`config.mk`:
```
export PLATFORM = sky130hd
export DESIGN_NAME = dac_multich_ctrl
export DESIGN_NICKNAME = d
export VERILOG_FILES = /design/src/rtl/dac_pkg.sv /design/src/rtl/dac_bus_writer.sv /design/src/rtl/dac_multich_ctrl.sv
export SDC_FILE = /design/constraint.sdc
export NUM_CORES = 1
export LEC_CHECK = 0
export ABC_CLOCK_PERIOD_IN_PS = 5700
export CELL_PAD_IN_SITES_DETAIL_PLACEMENT = 1
export CELL_PAD_IN_SITES_GLOBAL_PLACEMENT = 1
export CORE_MARGIN = 4
export CORE_UTILIZATION = 48
export CTS_BUF_LIST = sky130_fd_sc_hd__clkbuf_16
export CTS_CLUSTER_DIAMETER = 60
export CTS_CLUSTER_SIZE = 12
export DETAILED_ROUTE_END_ITERATION = 10
export PLACE_DENSITY = 0.88
export REMOVE_ABC_BUFFERS = 1
export SLEW_MARGIN = 20
export SYNTH_ARGS = -nofsm -noshare
export SYNTH_HDL_FRONTEND = slang
export SYNTH_HIERARCHICAL = 1
export SYNTH_SLANG_ARGS = --single-unit
```
`constraint.sdc`:
```
create_clock -name clk -period 5.7 [get_ports clk]
set_clock_uncertainty 0.1 [all_clocks]
set_input_delay 0.855 -clock clk [delete_from_list [all_inputs] [get_ports clk]]
set_output_delay 0.855 -clock clk [all_outputs]
set_load 0.01 [all_outputs]
```
`src/rtl/dac_pkg.sv`:
```
// rtl/dac_pkg.sv - shared mode codes, write-FSM states and default timing for the DAC controller
package dac_pkg;

    localparam logic [1:0] MODE_STATIC = 2'd0;
    localparam logic [1:0] MODE_SAW    = 2'd1;
    localparam logic [1:0] MODE_TRI    = 2'd2;

    typedef enum logic [2:0] {
        ST_IDLE,
        ST_SETUP,
        ST_WRITE,
        ST_HOLD,
        ST_NEXT,
        ST_LOAD
    } wr_state_t;

    localparam int DEF_SETUP_CYC = 2;
    localparam int DEF_WR_CYC    = 4;
    localparam int DEF_HOLD_CYC  = 2;
    localparam int DEF_TICK_DIV  = 50000;

endpackage

```
`src/rtl/dac_bus_writer.sv`:
```
// rtl/dac_bus_writer.sv - snapshots all channel values and writes them to a parallel DAC bus
module dac_bus_writer
    import dac_pkg::*;
#(
    parameter int DW        = 8,
    parameter int NCH       = 2,
    parameter int CH_W      = 1,
    parameter int SETUP_CYC = DEF_SETUP_CYC,
    parameter int WR_CYC    = DEF_WR_CYC,
    parameter int HOLD_CYC  = DEF_HOLD_CYC
)
(
    input  logic              clk,
    input  logic              rst,
    input  logic              start,
    input  logic [NCH*DW-1:0] snap_in,
    output logic              csn,
    output logic              wrn,
    output logic              ldacn,
    output logic [CH_W-1:0]   addr,
    output logic [DW-1:0]     d,
    output logic              busy,
    output logic              done
);

    localparam int CMAX_SW = (SETUP_CYC > WR_CYC) ? SETUP_CYC : WR_CYC;
    localparam int CMAX    = (CMAX_SW > HOLD_CYC) ? CMAX_SW : HOLD_CYC;
    localparam int CNT_W   = $clog2(CMAX + 1);

    wr_state_t          state;
    logic [CNT_W-1:0]   cnt;
    logic [CH_W-1:0]    ch;
    logic [CH_W-1:0]    ch_nx;
    logic [DW-1:0]      snap [NCH];

    assign ch_nx = ch + CH_W'(1);

    // Frame sequencer: each channel gets setup/strobe/hold/gap, then one ldacn pulse latches all
    always_ff @(posedge clk or negedge rst) begin
        if (!rst) begin
            state <= ST_IDLE;
            cnt   <= '0;
            ch    <= '0;
            for (int i = 0; i < NCH; i++) snap[i] <= '0;
            csn   <= 1'b1;
            wrn   <= 1'b1;
            ldacn <= 1'b1;
            addr  <= '0;
            d     <= '0;
            busy  <= 1'b0;
            done  <= 1'b0;
        end else begin
            done <= 1'b0;
            case (state)
                ST_IDLE: begin
                    if (start) begin
                        state <= ST_SETUP;
                        for (int i = 0; i < NCH; i++) snap[i] <= snap_in[i*DW +: DW];
                        ch    <= '0;
                        cnt   <= '0;
                        csn   <= 1'b0;
                        addr  <= '0;
                        d     <= snap_in[DW-1:0];
                        busy  <= 1'b1;
                    end
                end
                ST_SETUP: begin
                    if (cnt == CNT_W'(SETUP_CYC - 1)) begin
                        state <= ST_WRITE;
                        cnt   <= '0;
                        wrn   <= 1'b0;
                    end else begin
                        cnt <= cnt + CNT_W'(1);
                    end
                end
                ST_WRITE: begin
                    if (cnt == CNT_W'(WR_CYC - 1)) begin
                        state <= ST_HOLD;
                        cnt   <= '0;
                        wrn   <= 1'b1;
                    end else begin
                        cnt <= cnt + CNT_W'(1);
                    end
                end
                ST_HOLD: begin
                    if (cnt == CNT_W'(HOLD_CYC - 1)) begin
                        state <= ST_NEXT;
                        cnt   <= '0;
                        csn   <= 1'b1;
                    end else begin
                        cnt <= cnt + CNT_W'(1);
                    end
                end
                ST_NEXT: begin
                    if (ch == CH_W'(NCH - 1)) begin
                        state <= ST_LOAD;
                        ldacn <= 1'b0;
                    end else begin
                        state <= ST_SETUP;
                        ch    <= ch_nx;
                        csn   <= 1'b0;
                        addr  <= ch_nx;
                        d     <= snap[ch_nx];
                    end
                end
                ST_LOAD: begin
                    if (cnt == CNT_W'(WR_CYC - 1)) begin
                        state <= ST_IDLE;
                        cnt   <= '0;
                        ldacn <= 1'b1;
                        busy  <= 1'b0;
                        done  <= 1'b1;
                    end else begin
                        cnt <= cnt + CNT_W'(1);
                    end
                end
                default: state <= ST_IDLE;
            endcase
        end
    end

endmodule

```
`src/rtl/dac_multich_ctrl.sv`:
```
// rtl/dac_multich_ctrl.sv - multi-channel DAC value/waveform controller with timed bus writes
module dac_multich_ctrl
    import dac_pkg::*;
#(
    parameter int DW        = 8,
    parameter int NCH       = 2,
    parameter int CH_W      = 1,
    parameter int SETUP_CYC = DEF_SETUP_CYC,
    parameter int WR_CYC    = DEF_WR_CYC,
    parameter int HOLD_CYC  = DEF_HOLD_CYC,
    parameter int TICK_DIV  = DEF_TICK_DIV
)
(
    input  logic              clk,
    input  logic              rst,
    input  logic              btn_up,
    input  logic              btn_dn,
    input  logic              btn_zero,
    input  logic [CH_W-1:0]   ch_sel,
    input  logic [1:0]        mode_in,
    input  logic              mode_set,
    input  logic [DW-1:0]     step,
    output logic              dac_csn,
    output logic              dac_wrn,
    output logic              dac_ldacn,
    output logic [CH_W-1:0]   dac_addr,
    output logic [DW-1:0]     dac_d,
    output logic              busy,
    output logic [NCH*DW-1:0] ch_val,
    output logic [DW-1:0]     led_out
);

    localparam int TW = $clog2(TICK_DIV);

    logic [DW-1:0]  vals    [NCH];
    logic [DW-1:0]  vals_nx [NCH];
    logic [1:0]     modes   [NCH];
    logic [NCH-1:0] dir_up;
    logic [NCH-1:0] dir_nx;
    logic [NCH-1:0] dirty;
    logic [TW-1:0]  div_cnt;
    logic           tick;
    logic           snap_take;
    logic           unused_done;

    // Carry out of an unsigned DW-bit add
    function automatic logic add_ovf(input logic [DW-1:0] a, input logic [DW-1:0] b);
        logic [DW:0] s;
        s = {1'b0, a} + {1'b0, b};
        return s[DW];
    endfunction

    assign tick      = (div_cnt == TW'(TICK_DIV - 1));
    assign snap_take = (|dirty) & ~busy;

    // Free-running waveform tick divider
    always_ff @(posedge clk or negedge rst) begin
        if (!rst) div_cnt <= '0;
        else      div_cnt <= tick ? '0 : div_cnt + TW'(1);
    end

    // Next value and direction per channel; buttons are judged under the current mode
    always_comb begin
        for (int i = 0; i < NCH; i++) begin
            vals_nx[i] = vals[i];
            dir_nx[i]  = dir_up[i];
            if (btn_zero && (ch_sel == CH_W'(i))) begin
                vals_nx[i] = '0;
                dir_nx[i]  = 1'b1;
            end else begin
                case (modes[i])
                    MODE_SAW: begin
                        if (tick) vals_nx[i] = vals[i] + step;
                    end
                    MODE_TRI: begin
                        if (tick) begin
                            if (dir_up[i]) begin
                                if (add_ovf(vals[i], step)) begin
                                    vals_nx[i] = '1;
                                    dir_nx[i]  = 1'b0;
                                end else begin
                                    vals_nx[i] = vals[i] + step;
                                end
                            end else begin
                                if (vals[i] < step) begin
                                    vals_nx[i] = '0;
                                    dir_nx[i]  = 1'b1;
                                end else begin
                                    vals_nx[i] = vals[i] - step;
                                end
                            end
                        end
                    end
                    default: begin
                        if (btn_up && (ch_sel == CH_W'(i))) begin
                            vals_nx[i] = add_ovf(vals[i], step) ? '1 : vals[i] + step;
                        end else if (btn_dn && (ch_sel == CH_W'(i))) begin
                            vals_nx[i] = (vals[i] < step) ? '0 : vals[i] - step;
                        end
                    end
                endcase
            end
        end
    end

    // Channel registers, mode loads and dirty flags (a fresh change beats the snapshot clear)
    always_ff @(posedge clk or negedge rst) begin
        if (!rst) begin
            for (int i = 0; i < NCH; i++) begin
                vals[i]  <= '0;
                modes[i] <= MODE_STATIC;
            end
            dir_up <= '1;
            dirty  <= '1;
        end else begin
            for (int i = 0; i < NCH; i++) begin
                vals[i] <= vals_nx[i];
                if (mode_set && (ch_sel == CH_W'(i))) begin
                    modes[i]  <= mode_in;
                    dir_up[i] <= 1'b1;
                end else begin
                    dir_up[i] <= dir_nx[i];
                end
                dirty[i] <= (vals_nx[i] != vals[i]) | (dirty[i] & ~snap_take);
            end
        end
    end

    // Flattened channel view and selected-channel LED value
    always_comb begin
        ch_val  = '0;
        led_out = '0;
        for (int i = 0; i < NCH; i++) begin
            ch_val[i*DW +: DW] = vals[i];
            if (ch_sel == CH_W'(i)) led_out = vals[i];
        end
    end

    dac_bus_writer #(
        .DW        (DW),
        .NCH       (NCH),
        .CH_W      (CH_W),
        .SETUP_CYC (SETUP_CYC),
        .WR_CYC    (WR_CYC),
        .HOLD_CYC  (HOLD_CYC)
    ) u_writer (
        .clk     (clk),
        .rst     (rst),
        .start   (|dirty),
        .snap_in (ch_val),
        .csn     (dac_csn),
        .wrn     (dac_wrn),
        .ldacn   (dac_ldacn),
        .addr    (dac_addr),
        .d       (dac_d),
        .busy    (busy),
        .done    (unused_done)
    );

endmodule
```
---- Yosys cells after proc, flatten, opt, wreduce, memory -nomap -nowiden ----
Index checks and enable logic that the tools add are counted.
word-level totals
  register bits after elaboration ......... 76
  output and inout port bits .............. 37
  logic and storage cells ................. 161
cells by class
  $add $sub $neg .......................... 9
  $lt $le $gt $ge ......................... 3
  equality and inequality tests ........... 21
  multiplexer cells ....................... 67
  bitwise gates (word level) .............. 9
  reduce and logical (&&, ||, !) cells .... 33
operators with widths
  operator                                                                  number
  8-bit two-way mux                                                         22
  8-bit case mux with 2 select lines                                        3
  3-bit two-way mux                                                         9
  1-bit two-way mux                                                         24
  8-bit by 8-bit adder with 9-bit output                                    2
  3-bit case mux with 6 select lines                                        1
  3-bit nonzero test                                                        6
  16-bit by 1-bit adder with 16-bit output (second input constant)          1
  8-bit adder                                                               2
  16-bit equality test (second input constant)                              1
  8-bit < comparator                                                        2
  16-bit two-way mux                                                        1
  8-bit inequality test                                                     2
  8-bit subtractor                                                          2
  2-bit by 1-bit inequality test with 1-bit output (second input constant)  6
  3-bit AND reduction                                                       4
  1-bit case mux with 2 select lines                                        5
  2-bit AND reduction                                                       5
  3-bit by 2-bit equality test with 1-bit output (second input constant)    3
  3-bit case mux with 3 select lines                                        1
  1-bit logical AND                                                         8
  2-bit nonzero test                                                        4
  3-bit by 1-bit equality test with 1-bit output (second input constant)    2
  3-bit equality test (second input constant)                               2
  15 further kinds                                                          24

---- Depth between registers and ports, before layout ----
Gate-level depths: netlist of run 1.
  depth after elaboration ................. 8
  gate-level depth with buffers ........... 14

---- By module ----
The synthesis of run 1 kept the hierarchy.
modules (own cells, without submodules)
  module            instances  cells an instance  area an instance (sq um)
  dac_multich_ctrl  1          646                4,897.2
  dac_bus_writer    1          163                1,601.5

---- Worst setup path after synthesis of run 1 ----
No wires, ideal clock.
  path type ............................... input -> register
  start ................................... input port step[6]
  end ..................................... register dirty[1]
  library setup time ...................... 90 ps
  arrival ................................. 3,516 ps
  required time ........................... 5,510 ps
  slack ................................... 1,995 ps
  stages on the path ...................... 12
  path through ............................ inv_1 -> ha_1 -> or2_2 -> a2111oi_0 -> nor4_1 -> o211ai_1 -> o311a_1 -> xnor2_1 -> o2111ai_1 -> a2111oi_2 -> nor4b_2 -> nand3_1
RTL lines
  item                             RTL line                 RTL
  from (decl)                      dac_multich_ctrl.sv:22   input logic [DW-1:0] step,
  to (signal, indexed assignment)  dac_multich_ctrl.sv:124  dirty[i] <= (vals_nx[i] != vals[i]) | (dirty[i] & ~snap_take);
  to (decl)                        dac_multich_ctrl.sv:40   logic [NCH-1:0] dirty;

---- Worst setup path after layout of run 1 ----
  start ................................... input port step[1]
  end ..................................... register dirty[0]
on the way
  cells in the longest elaborated chain, start to end .. 8
  elaborated cells between the ends (all ways) .. 15
  classes of those cells .................. 3 x add/sub; 1 x order compare; 1 x eq/ne; 9 x mux; 1 x bitwise
RTL lines
  item                                                            RTL line                                        RTL
  8-bit by 8-bit adder with 9-bit output (tied with other cells)  dac_multich_ctrl.sv:49                          s = {1'b0, a} + {1'b0, b};
  8-bit two-way mux, on equally long branches                     n/a
  8-bit two-way mux, on equally long branches                     dac_multich_ctrl.sv:77, dac_multich_ctrl.sv:97
  8-bit two-way mux, on equally long branches                     dac_multich_ctrl.sv:76, dac_multich_ctrl.sv:95
  8-bit case mux with 2 select lines *                            dac_multich_ctrl.sv:71                          case (modes[i])
  8-bit two-way mux *                                             dac_multich_ctrl.sv:67                          if (btn_zero && (ch_sel == CH_W'(i))) begin
  8-bit inequality test *                                         dac_multich_ctrl.sv:124
  1-bit bitwise OR *                                              dac_multich_ctrl.sv:124
Mark *: on every way between the ends. The rest lies on a longest branch, timed or not.
A chain may end at the register's enable or synchronous reset.

==> reports/results.txt, run 1 <==
Setup CP Type = primary input to register
die height = 124 um
port bufs = 53
reg2reg end = dirty[0]$_DFF_PN1_
Reg2Reg Depth = 14
DIE AREA = 15,400 um2
Num CTS Buffers = 9
starting density of the core = 48.9%
GPL Wtd Cong = 0.959
antenna-violating nets left = 0
DRC viols = 0
CTS tree = built
vias per cell = 6.60
Worst-Skew Late Latency = 0.34 ns
I/O pin cnt = 54
worst endpoint required time = 5.85 ns
Max Root-Sink Buffers = 2
Crit Path Max Fanout = 10
GR Overflow Total = 0
final net count = 897
Core Region = 13,200 um2
largest net degree at the start of global routing = 74
wire length per cell = 23.4 um
Worst path top cell family by delay = compound AO/OA/AOI/OAI gates
Gates resized, CTS repair = 0
CTS Sinks = 73
Finished Core Util = 55.9%
critical path cell sequence = clkdlybuf4s50_1 > inv_1 > fa_1 > a211o_1 > and2_1 > o21ai_1 > nor4_1 > a211o_1 > o2111a_1 > nor4b_1 > nand4_1 > a211oi_1 > nand4_1
total wire length = 23,800 um
Area Growth Syn to Fin = 14.4%
WP buf/inv = 2
worst-margin pin slew = 0.981 ns
Fin. Hold Viols = 0
synthesized cell area = 6470 um2
die width = 124 um
initial antenna violation count = 0
hold crit path type = register to register
R2R Path Start = ch_val[0]$_DFF_PN0_
post-route minimum period = 4.64 ns
Slowest cell on crit path = clkdlybuf4s50_1
crit-path max cell delay = 0.66 ns
Worst-path clk slew = 0.06 ns
R2R setup slack = 1.53 ns
Hold Path End = div_cnt[0]$_DFF_PN0_
CP Data Arrival Time = 4.79 ns
setup violators final = 0
layout cells sized above 1 = 6.56%
Hold Crit Depth = 1
RSZ-0062 raised after global routing = false
Final Cycle Share = 81.4%
status = complete, no violations
Hold-fix buffers, CTS = 0
Ant. Diodes = 0
Row Count = 42
vias in the first global route = 6,744
via count = 6,697
CTS root buf = clkbuf_16
setup bufs post-CTS = 0
first-pass iteration count of the detailed router = 7
Mapped Cells = 808
Hold Crit Start = div_cnt[0]$_DFF_PN0_
CTS H-tree depth = 3
global-route wire length before repair = 37,700 um
Max-Cap Viols = 0
Startpoint Class = primary input
fmax = 215 MHz
Final Max Tran Viols = 0
GRT Resource Usage Total = 31.6%
Syn Area/Cell = 8.01 um2
setup TNS = 0 ns
Power per Cell Area = 471 nW/um2
CP Capture Type = register
Pleak = 0.00319 uW
Slew HR = 34.0%
Yosys warnings = 6
Starting DRT DRC Count = 731
Peak VDD IR = 0.000216 V
dpl hpwl = 16,900 um
[flip-flops by register name, summed over array words and instances, names as in the netlist, 2 cells and up]
register	count
u_writer/d	8
div_cnt	16
u_writer/state	3
ch_val	16
u_writer/cnt	3
modes	4
dir_up	2
u_writer/snap	13
dirty	2
[routing by layer]
layer  GRT usage [%]  routed length (um)  up-vias
met5               0                   0        -
met1            41.7               10000     3354
li1                -                   -     2990
met4            10.1                 692        0
met3            5.00                1420       55
met2            53.3               11600      298
[final cells by class]
class                   count  area (um2)
clock buffers               9         225
clock inverters             7         119
fillers                  1620        5840
inverters                  41         154
multi-input cells         650        4290
flip-flops and latches     73        1840
well taps                 176         220
repair buffers             58         566
[how the worst max path moves through the flow]
stage               cells past startpoint                  start  slack (ns)                 end
finish                                 13                step[1]        1.06  dirty[0]$_DFF_PN1_
floorplan                              10  div_cnt[11]$_DFF_PN0_        1.26  dirty[1]$_DFF_PN1_
global route                           13                step[1]        0.86  dirty[0]$_DFF_PN1_
global placement                       13                step[1]        1.02  dirty[0]$_DFF_PN1_
detailed placement                     13                step[1]        0.87  dirty[0]$_DFF_PN1_
CTS                                    13                step[1]        1.14  dirty[0]$_DFF_PN1_
[cell usage in the layout, fill, tap and decap left out, types with 9 or more instances in the layout]
cell type / n
a211oi_1: 11
mux2_2: 10
nor2_1: 59
nor3_1: 29
clkdlybuf4s50_1: 52
a31oi_1: 13
ha_1: 43
or3_1: 9
nand3_1: 28
a21oi_1: 57
clkbuf_16: 9
nand2_1: 90
xor2_1: 17
nor2b_1: 20
o21ai_0: 55
dfrtp_1: 66
o21a_1: 13
nand2b_1: 17
xnor2_1: 18
inv_1: 42
[metrics by stage]
| stage | setup slack [ns] | area, um2 | power [uW] | cells | hold WS [ns] |
|---|---|---|---|---|---|
| after global placement | 1.02 | 7060 | 2660 | 998 | 0.342 |
| after detailed placement | 0.868 | 7060 | 2740 | 998 | 0.351 |
| after global routing | 0.857 | 7410 | 3700 | 1014 | 0.392 |
| after floorplan | 1.26 | 6270 | 2020 | 764 | 0.325 |
| after CTS | 1.14 | 7410 | 3450 | 1014 | 0.378 |
| final | 1.06 | 7410 | 3490 | 1014 | 0.377 |
[where the power goes]
part	total [uW]	switching, uW	internal [uW]
Combinational	1910	1140	770
Sequential	922	269	653
Clock	660	232	428
Total	3490	1640	1850
(Power assumes the default switching activity.)
==> run 2, diff against run 1 <==
--- a/config.mk
+++ b/config.mk
@@ -5,16 +5,16 @@
 export SDC_FILE = /design/constraint.sdc
 export NUM_CORES = 1
 export LEC_CHECK = 0
-export ABC_CLOCK_PERIOD_IN_PS = 5700
+export ABC_CLOCK_PERIOD_IN_PS = 4300
 export CELL_PAD_IN_SITES_DETAIL_PLACEMENT = 1
 export CELL_PAD_IN_SITES_GLOBAL_PLACEMENT = 1
 export CORE_MARGIN = 4
-export CORE_UTILIZATION = 48
+export CORE_UTILIZATION = 45
 export CTS_BUF_LIST = sky130_fd_sc_hd__clkbuf_16
 export CTS_CLUSTER_DIAMETER = 60
 export CTS_CLUSTER_SIZE = 12
 export DETAILED_ROUTE_END_ITERATION = 10
-export PLACE_DENSITY = 0.88
+export PLACE_DENSITY = 0.83
 export REMOVE_ABC_BUFFERS = 1
 export SLEW_MARGIN = 20
 export SYNTH_ARGS = -nofsm -noshare
==> constraint.sdc (replaced) <==
create_clock -name clk -period 4.3 [get_ports clk]
set_clock_uncertainty 0.1 [all_clocks]
set_input_delay 0.645 -clock clk [delete_from_list [all_inputs] [get_ports clk]]
set_output_delay 0.645 -clock clk [all_outputs]
set_load 0.01 [all_outputs]
==> reports/results.txt, run 2 (synthesized netlist as in run 1, its figures left out) <==
status = complete, no violations
GPL Wtd Cong = 0.966 (+0.65%)
Reg2Reg Depth = 14 (unchanged)
CTS Sinks = 73 (unchanged)
Peak VDD IR = 0.000243 V (+13%)
Power per Cell Area = 613 nW/um2 (+30%)
CTS tree = built
starting density of the core = 46.3% (-2.6 points)
CTS H-tree depth = 3 (unchanged)
GRT Resource Usage Total = 30.0% (-1.6 points)
Num CTS Buffers = 9 (unchanged)
RSZ-0062 raised after global routing = false
layout cells sized above 1 = 10.6% (+4.1 points)
Pleak = 0.00336 uW (+5.0%)
Final Cycle Share = 94.8%
commonest non-fill, non-tap cell in the layout = nand2_1
initial antenna violation count = 0 (unchanged)
GR Overflow Total = 0 (unchanged)
die width = 128 um (+3.1%)
R2R Path Start = ch_val[8]$_DFF_PN0_
first-pass iteration count of the detailed router = 5 (-2)
largest net degree at the start of global routing = 74 (unchanged)
post-route minimum period = 4.08 ns
Startpoint Class = primary input
Comb pwr share = 59.9% (+5.2 points)
wire length per cell = 22.9 um (-2.3%)
global-route wire length before repair = 39,100 um (+3.7%)
Max-Cap Viols = 0 (unchanged)
Starting DRT DRC Count = 564 (-23%)
vias in the first global route = 7,106 (+5.4%)
DIE AREA = 16,400 um2 (+6.2%)
setup slack after layout = 0.224 ns (-0.835 ns)
DP Area = 7350 um2 (+4.1%)
worst-margin pin slew = 0.953 ns (-0.0281 ns)
antenna-violating nets left = 0 (unchanged)
crit path capture = dirty[1]$_DFF_PN1_
R2R setup slack = 0.52 ns (-1.01 ns)
Setup CP Type = primary input to register
Flop pwr share = 23.9% (-2.5 points)
Max Root-Sink Buffers = 2 (unchanged)
Slew HR = 36.4% (+2.5 points)
Inst Count DP = 1,040 (+4.2%)
hold crit path type = primary input to async pin
dpl hpwl = 18,300 um (+8.6%)
DRC viols = 0 (unchanged)
setup violators final = 0 (unchanged)
CP Capture Type = register
Non-Filler Instances = 1,056 (+4.1%)
P_int = 2470 uW (+33%)
Ant. Diodes = 0 (unchanged)
Area Growth Syn to Fin = 18.1%
Worst-path clk slew = 0.06 ns (about the same)
Worst-Skew Late Latency = 0.35 ns (about the same)
Row Count = 43 (+2.4%)
Critical Path Source = step[0]
port bufs = 53 (unchanged)
Crit Path Max Fanout = 9 (-1)
total wire length = 24,200 um (+1.7%)
vias per cell = 6.39 (-3.2%)
via count = 6,753 (+0.84%)
I/O pin cnt = 54 (unchanged)
clock power share = 16.2% (-2.7 points)
Fin. Hold Viols = 0 (unchanged)
Gates resized, CTS repair = 0 (unchanged)
CP Data Arrival Time = 4.24 ns (-0.55 ns)
pre-CTS setup slack = -0.0564 ns (-0.924 ns)
Hold-fix buffers, CTS = 0 (unchanged)
CTS root buf = clkbuf_16
switching share of power = 47.3% (+0.32 points)
most frequent cells in the layout = 90 x nand2_1, 66 x dfrtp_1, 59 x nor2_1
Final Max Tran Viols = 0 (unchanged)
Core Region = 14,000 um2 (+5.6%)
worst endpoint required time = 4.46 ns (-1.39 ns)
Sw Pwr = 2210 uW (+35%)
final net count = 935 (+4.2%)
reg2reg end = dirty[1]$_DFF_PN1_
Tot Pwr = 4690 uW (+34%)
Finished Core Util = 54.7% (-1.3 points)
fmax = 245 MHz
setup bufs post-CTS = 0 (unchanged)
post-route cell area = 7650 um2 (+3.2%)
die height = 128 um (+3.1%)
## run 2: metrics by stage
step	hold slack, ns	setup TNS (ns)
3_3_place_gp	0.339	0
2_1_floorplan	0.249	-0.136
5_1_grt	0.397	0
3_5_place_dp	0.363	-0.0706
6_report	0.324	0
4_1_cts	0.372	0
## run 2: metal layers
layer  GRT usage, %  share of wire [%]  up-vias
met2           49.2                 47      267
li1               -                  -     3068
met5              0                  0        -
met4           12.0                4.0        0
met3           7.29                7.5       71
met1           38.1                 42     3347
## run 2: worst min-delay path by stage
stage                              from                  endpoint  slack, ns  cells past startpoint
6_report                            rst       ch_val[2]$_DFF_PN0_       0.32                      1
2_1_floorplan                       rst       ch_val[0]$_DFF_PN0_       0.25                      0
3_5_place_dp   u_writer/csn$_DFFE_PN1P_  u_writer/csn$_DFFE_PN1P_       0.36                      2
5_1_grt        u_writer/csn$_DFFE_PN1P_  u_writer/csn$_DFFE_PN1P_       0.40                      2
4_1_cts        u_writer/csn$_DFFE_PN1P_  u_writer/csn$_DFFE_PN1P_       0.37                      2
3_3_place_gp       div_cnt[0]$_DFF_PN0_      div_cnt[0]$_DFF_PN0_       0.34                      1
## run 2: final cells by class
class | instances | area, um2
clock buffer | 9 | 225
clock inverter | 7 | 68.8
fill | 1722 | 6340
inverter | 41 | 154
multi-input combinational | 650 | 4290
sequential | 73 | 1840
tap | 180 | 225
timing repair buffer | 96 | 851
## run 2: power by group through the flow
stage	combinational, uW	sequential, uW	clock, uW
5_1_grt	3030	1150	804
4_1_cts	2750	1110	770
6_report	2800	1120	760
2_1_floorplan	1560	1120	0
3_5_place_dp	2730	1120	0
3_3_place_gp	2630	1110	0
## run 2: critical path, stage by stage
cell and delay, ns:
clkdlybuf4s50_1 0.61, ha_1 0.20, inv_1 0.05, fa_1 0.40, a211oi_1 0.45, o211ai_1 0.23, nand2_1 0.14, buf_4 0.19
nor2_1 0.08, a221oi_1 0.45, nor3_1 0.16, xor2_1 0.20, nor4b_2 0.33, nand3_1 0.10
